`src/rtl/spi_pkg.sv`:
```
// Shared SPI definitions: FSM state type, SPI mode constants and a counter-width helper.
package spi_pkg;

    typedef enum logic [2:0] {
        IDLE  = 3'd0,
        SETUP = 3'd1,
        HIGH  = 3'd2,
        LOW   = 3'd3,
        GAP   = 3'd4
    } state_t;

    // SPI mode 0: sclk idles low, data sampled on the rising sclk edge.
    localparam int unsigned CPOL = 0;
    localparam int unsigned CPHA = 0;

    // Bits needed to hold values 0..max_val; never less than one bit.
    function automatic int unsigned cnt_width(input int unsigned max_val);
        return (max_val < 1) ? 1 : $clog2(max_val + 1);
    endfunction

endpackage

```
`src/rtl/spi_clk_div.sv`:
```
// Half-period timer: tick is high during the last cycle of a SCLK_HALF-cycle phase.
// restart is asserted on the edge that enters a new phase.
module spi_clk_div
    import spi_pkg::*;
#(
    parameter int unsigned SCLK_HALF = 1
) (
    input  logic clk,
    input  logic rst,
    input  logic restart,
    output logic tick
);

    localparam int unsigned   CW   = cnt_width(SCLK_HALF);
    localparam logic [CW-1:0] LAST = CW'(SCLK_HALF - 1);

    logic [CW-1:0] cnt;

    // Count cycles within the phase; saturate at the last cycle so the counter never wraps.
    always_ff @(posedge clk or negedge rst) begin
        if (!rst) begin
            cnt  <= '0;
            tick <= 1'b0;
        end else if (restart) begin
            cnt  <= '0;
            tick <= (LAST == '0);
        end else if (cnt != LAST) begin
            cnt  <= cnt + CW'(1);
            tick <= ((cnt + CW'(1)) == LAST);
        end
    end

endmodule

```
`src/rtl/spi_master_driver.sv`:
```
// SPI master (CPOL=0, CPHA=0), MSB first, one DATA_WIDTH-bit word per start.
// Optional feature: define SPI_MASTER_LOOPBACK_EN to sample the internal mosi
// instead of the miso pin.
module spi_master_driver
    import spi_pkg::*;
#(
    parameter int unsigned DATA_WIDTH = 4,
    parameter int unsigned SCLK_HALF  = 1,
    parameter int unsigned CS_GAP     = 2
) (
    input  logic                  clk,
    input  logic                  rst,
    input  logic                  start,
    input  logic [DATA_WIDTH-1:0] data_in,
    output logic [DATA_WIDTH-1:0] data_out,
    output logic                  ready,
    output logic                  busy,
    output logic                  mosi,
    input  logic                  miso,
    output logic                  sclk,
    output logic                  cs
);

    localparam int unsigned   BW       = cnt_width(DATA_WIDTH);
    localparam int unsigned   GW       = cnt_width(CS_GAP);
    localparam logic [BW-1:0] BIT_LAST = BW'(DATA_WIDTH);
    localparam logic [GW-1:0] GAP_LAST = (CS_GAP == 0) ? '0 : GW'(CS_GAP - 1);
    localparam logic          SCLK_IDLE = 1'(CPOL);

    state_t                state, state_next;
    logic [DATA_WIDTH-1:0] tx_sr, tx_next, tx_shift;
    logic [DATA_WIDTH-1:0] rx_sr, rx_next;
    logic [BW-1:0]         bit_cnt, bit_next;
    logic [GW-1:0]         gap_cnt, gap_next;
    logic [DATA_WIDTH-1:0] dout_next;
    logic                  ready_next, busy_next, mosi_next, sclk_next, cs_next;
    logic                  restart_c;
    logic                  tick;
    logic                  serial_in;

`ifdef SPI_MASTER_LOOPBACK_EN
    logic unused_miso;
    assign serial_in   = mosi;
    assign unused_miso = miso;
`else
    assign serial_in = miso;
`endif

    assign tx_shift = tx_sr << 1;

    // Phase timer shared by SETUP, HIGH and LOW.
    spi_clk_div #(
        .SCLK_HALF(SCLK_HALF)
    ) u_clk_div (
        .clk    (clk),
        .rst    (rst),
        .restart(restart_c),
        .tick   (tick)
    );

    // State and registered outputs.
    always_ff @(posedge clk or negedge rst) begin
        if (!rst) begin
            state    <= IDLE;
            tx_sr    <= '0;
            rx_sr    <= '0;
            bit_cnt  <= '0;
            gap_cnt  <= '0;
            data_out <= '0;
            ready    <= 1'b0;
            busy     <= 1'b0;
            mosi     <= 1'b0;
            sclk     <= SCLK_IDLE;
            cs       <= 1'b1;
        end else begin
            state    <= state_next;
            tx_sr    <= tx_next;
            rx_sr    <= rx_next;
            bit_cnt  <= bit_next;
            gap_cnt  <= gap_next;
            data_out <= dout_next;
            ready    <= ready_next;
            busy     <= busy_next;
            mosi     <= mosi_next;
            sclk     <= sclk_next;
            cs       <= cs_next;
        end
    end

    // Next-state and next-output decode.
    always_comb begin
        state_next = state;
        tx_next    = tx_sr;
        rx_next    = rx_sr;
        bit_next   = bit_cnt;
        gap_next   = gap_cnt;
        dout_next  = data_out;
        ready_next = 1'b0;
        busy_next  = busy;
        mosi_next  = mosi;
        sclk_next  = sclk;
        cs_next    = cs;
        restart_c  = 1'b0;

        case (state)
            IDLE: begin
                if (start && !busy) begin
                    state_next = SETUP;
                    restart_c  = 1'b1;
                    busy_next  = 1'b1;
                    cs_next    = 1'b0;
                    tx_next    = data_in;
                    mosi_next  = data_in[DATA_WIDTH-1];
                    rx_next    = '0;
                    bit_next   = '0;
                end
            end
            SETUP: begin
                if (tick) begin
                    state_next = HIGH;
                    restart_c  = 1'b1;
                    sclk_next  = ~SCLK_IDLE;
                    rx_next    = (rx_sr << 1) | DATA_WIDTH'(serial_in);
                    bit_next   = bit_cnt + BW'(1);
                end
            end
            HIGH: begin
                if (tick) begin
                    state_next = LOW;
                    restart_c  = 1'b1;
                    sclk_next  = SCLK_IDLE;
                    tx_next    = tx_shift;
                    mosi_next  = tx_shift[DATA_WIDTH-1];
                end
            end
            LOW: begin
                if (tick) begin
                    if (bit_cnt == BIT_LAST) begin
                        cs_next    = 1'b1;
                        mosi_next  = 1'b0;
                        dout_next  = rx_sr;
                        ready_next = 1'b1;
                        gap_next   = '0;
                        if (CS_GAP == 0) begin
                            state_next = IDLE;
                            busy_next  = 1'b0;
                        end else begin
                            state_next = GAP;
                        end
                    end else begin
                        state_next = HIGH;
                        restart_c  = 1'b1;
                        sclk_next  = ~SCLK_IDLE;
                        rx_next    = (rx_sr << 1) | DATA_WIDTH'(serial_in);
                        bit_next   = bit_cnt + BW'(1);
                    end
                end
            end
            GAP: begin
                if (gap_cnt == GAP_LAST) begin
                    state_next = IDLE;
                    busy_next  = 1'b0;
                end else begin
                    gap_next = gap_cnt + GW'(1);
                end
            end
            default: state_next = IDLE;
        endcase
    end

endmodule

```
`config.mk`:
```
export PLATFORM = sky130hd
export DESIGN_NAME = spi_master_driver
export DESIGN_NICKNAME = d
export VERILOG_FILES = /design/src/rtl/spi_pkg.sv /design/src/rtl/spi_clk_div.sv /design/src/rtl/spi_master_driver.sv
export SDC_FILE = /design/constraint.sdc
export NUM_CORES = 1
export LEC_CHECK = 0
export BUFFER_PORTS_ARGS = -buffer_cell sky130_fd_sc_hd__buf_4
export CORE_UTILIZATION = 58
export DETAILED_ROUTE_END_ITERATION = 6
export PLACE_DENSITY = 0.81
export SETUP_SLACK_MARGIN = 0.15
export SLEW_MARGIN = 20
export SYNTH_ARGS = -nofsm -noshare
export SYNTH_HDL_FRONTEND = slang
export SYNTH_HIERARCHICAL = 1
export SYNTH_SLANG_ARGS = --single-unit
```
`constraint.sdc`:
```
create_clock -name clk -period 3.6 [get_ports clk]
set_input_delay 0.18 -clock clk [delete_from_list [all_inputs] [get_ports clk]]
set_output_delay 0.18 -clock clk [all_outputs]
set_load 0.02 [all_outputs]
```
==> flow_metrics.env <==
export IMPL_r2r_end="sclk"
export IMPL_vdd_ir_drop_max_mv=0.538
export IMPL_first_iter_violations=5
export IMPL_reg2reg_depth=5
export IMPL_vias_per_cell=5.58
export IMPL_num_rows=15
export IMPL_pwr_share_clk_pct=11.9
export IMPL_leakage_nw=0.603
export IMPL_slew_violations=0
export IMPL_seq_area_frac_synth_pct=57.5
export IMPL_cts_hold_buf=1
export IMPL_comb_power_share_pct=43.4
export IMPL_switching_share_pct=37.8
export IMPL_slowest_stage="a2111o_1"
export IMPL_cp_cell_sequence="inv_1 > ha_1 > and3_4 > a2111o_1 > a21o_1"
export IMPL_ys_ff_latch=25
export IMPL_wl_um=1780
export IMPL_p_int_uw=655
export IMPL_path_buf_inv=1
export IMPL_grt_pass1_wl_um=2960
export IMPL_ctsHtreeMaxLevel=1
export IMPL_core_area_mm2=0.00175
export IMPL_critical_path_max_stage_delay_ns=0.44
export IMPL_wire_per_inst_um=13.1
export IMPL_synth_compound_area_share_pct=15.6
export IMPL_cp_required_ns=3.82
export IMPL_boundaryPins=17
export IMPL_finalWorstSetupSlack_ns=2.06
export IMPL_clockBufferDepth=2
export IMPL_clock_skew_ns=0.00312
export IMPL_setup_tns_ns=0
export IMPL_cp_max_fo=4
export IMPL_period_share_pct=42.8
export IMPL_crit_arrival_ns=1.76
export IMPL_grt_antenna_before_repair=0
export IMPL_start_kind="flip-flop"
export IMPL_initial_core_util_pct=62.4
export IMPL_synth_area_mm2=0.00109
export IMPL_clk_latency_ns=0.31
export IMPL_maxSlewHeadroom_pct=76.1
export IMPL_dp_final_hpwl_um=1330
export IMPL_cts_sinks=25
export IMPL_synthCells=90
export IMPL_diodes=0
export IMPL_die_y_um=45.3
export IMPL_cts_root_buf="clkbuf_4"
export IMPL_drc=0
export IMPL_port_buffers=16
export IMPL_p_per_area_mw_per_mm2=822
export IMPL_gp_congestion=0.733
export IMPL_synthAdderAreaFrac_pct=3.44
export IMPL_max_freq_mhz=650
export IMPL_fill_cells=132
export IMPL_synth_top_family_by_area="compound AO/OA/AOI/OAI gates"
export IMPL_clkTransAtPathRegs_ns=0.14
export IMPL_place_area_mm2=0.00124
export IMPL_cap_violations=0
export IMPL_yosys_area_share_xor_xnor_pct=0
export IMPL_yosysWarnings=6
export IMPL_grt_total_usage_pct=20.3
export IMPL_synthMuxAreaShare_pct=7.92
export IMPL_cts_resized=0
export IMPL_min_to="tx_sr[0]"
export IMPL_final_util_pct=73.4
export IMPL_seq_power_share_pct=44.7
export IMPL_power_total_mw=1.05
export IMPL_cp_end_kind="flip-flop"
export IMPL_crit_type="flip-flop to flip-flop"
export IMPL_grt_pass1_vias=720
export IMPL_layout_common_cells="dfrtp_1, buf_4, nand2_1"
export IMPL_final_cells=136
export IMPL_overflow=0
export IMPL_setup_viol=0
export IMPL_cts_setup_buffers=0
export IMPL_synthSimpleGateAreaFrac_pct=13.8
export IMPL_cts_buffers=3
export IMPL_die_w_um=45.3
export IMPL_whs_path_depth=3
export IMPL_status="complete, no violations"
export IMPL_dr_pass1_iters=4
export IMPL_finalCriticalPeriod_ns=1.54
export IMPL_min_path_type="primary input to flip-flop"
export IMPL_finalHoldViolations=0
export IMPL_synth_nets=101
export IMPL_min_delay_start="data_in[0]"
export IMPL_area_growth_pct=17.6
export IMPL_r2r_start="bit_cnt[0]"
export IMPL_synth_cell_types=31
export IMPL_power_switching_uw=398
export IMPL_rsz0062_at_grt="false"
export IMPL_cp_top_family="compound AO/OA/AOI/OAI gates"
export IMPL_synth_area_per_cell_um2=12.1
export IMPL_fin_nets=123
export IMPL_dp_slack_ns=2.06
export IMPL_worst_pin_slew_ns=0.357
export IMPL_cts_tree="built"
export IMPL_ant_nets=0
export IMPL_whs_ns=0.0791
export IMPL_final_common_cell="dfrtp_1"
export IMPL_layout_drive_gt1_share_pct=29.7
export IMPL_rrSetupSlack_ns=2.06
export IMPL_dp_cells=131
export IMPL_design_area_mm2=0.00128
export IMPL_grt_start_max_net_pins=26
export IMPL_vias=759
export IMPL_dieArea_mm2=0.00206
[sequential cells by signal, summed over array words and instances, names as in the netlist]
signal	flops
data_out	4
cs	1
bit_cnt	3
rx_sr	4
tx_sr	3
u_clk_div/tick	1
gap_cnt	2
sclk	1
busy	1
state	3
ready	1
mosi	1
[cell usage after synthesis]
master     count  area, µm²
a2111o_1       1       11.3
a211oi_1       1       7.51
a21o_1         1       7.51
a21oi_1        3       15.0
a22o_1         5       43.8
a2bb2oi_2      1       15.0
and2_1         1       6.26
and3_4         1       11.3
dfrtp_1       24        601
dfstp_2        1       26.3
ha_1           3       37.5
inv_1          5       18.8
mux2_2         5       56.3
mux2i_1        3       30.0
nand2_1        8       30.0
nand2b_1       2       12.5
nand3_1        2       10.0
nand3b_1       1       7.51
nand3b_2       1       11.3
nor2_1         4       15.0
nor2_2         1       6.26
nor2_4         1       11.3
nor3_1         2       10.0
nor3b_2        1       12.5
o21a_1         1       7.51
o21a_2         1       8.76
o21ai_0        6       30.0
o221ai_1       1       8.76
o22ai_1        1       6.26
o31a_1         1       8.76
or2_1          1       6.26
[worst min-delay path, cell delays in order]
cell	delay, ns
buf_4	0.08
nand3_1	0.05
o21ai_0	0.06
[routing by layer]
layer	vias up	global-route usage, %	routed length (µm)	share of wire, %
li1	369	-	-	-
met1	374	26.8	832	47
met2	14	33.6	894	50
met3	2	2.40	40	2.2
met4	0	9.09	10	0.56
met5	-	0	0	0
[worst max-delay path by stage]
stage | to | cells after the start | slack (ns) | start
2_1_floorplan | sclk | 5 | 2.14 | bit_cnt[0]
3_3_place_gp | sclk | 5 | 2.12 | bit_cnt[0]
3_5_place_dp | data_out[1] | 5 | 2.06 | bit_cnt[0]
4_1_cts | data_out[1] | 5 | 2.05 | bit_cnt[0]
5_1_grt | data_out[1] | 5 | 1.95 | bit_cnt[0]
6_report | sclk | 5 | 2.06 | bit_cnt[0]
[cells by family (layout without fill, tap and decap cells)]
group / Yosys count / after routing
mux: 8 / 8
flops: 25 / 25
fa+ha+maj: 3 / 3
simple gates: 26 / 26
buf+inv: 5 / 26
compound gates: 23 / 23
[power groups by stage]
| stage | logic (mW) | clock network, mW | registers (mW) |
|---|---|---|---|
| 2_1_floorplan | 0.288 | 0 | 0.506 |
| 3_3_place_gp | 0.451 | 0 | 0.472 |
| 3_5_place_dp | 0.461 | 0 | 0.477 |
| 4_1_cts | 0.464 | 0.132 | 0.471 |
| 5_1_grt | 0.506 | 0.140 | 0.483 |
| 6_report | 0.457 | 0.125 | 0.471 |
[area by class of cell]
cell class	count	area (µm²)	share of cell area, %
sequential	25	627	48.9
clock inverter	1	7.51	0.586
multi-input combinational	60	444	34.7
clock buffer	3	22.5	1.76
inverter	5	18.8	1.46
tap	25	31.3	2.44
timing repair buffer	17	130	10.2
Note: power is estimated with default switching activity, not from simulation.
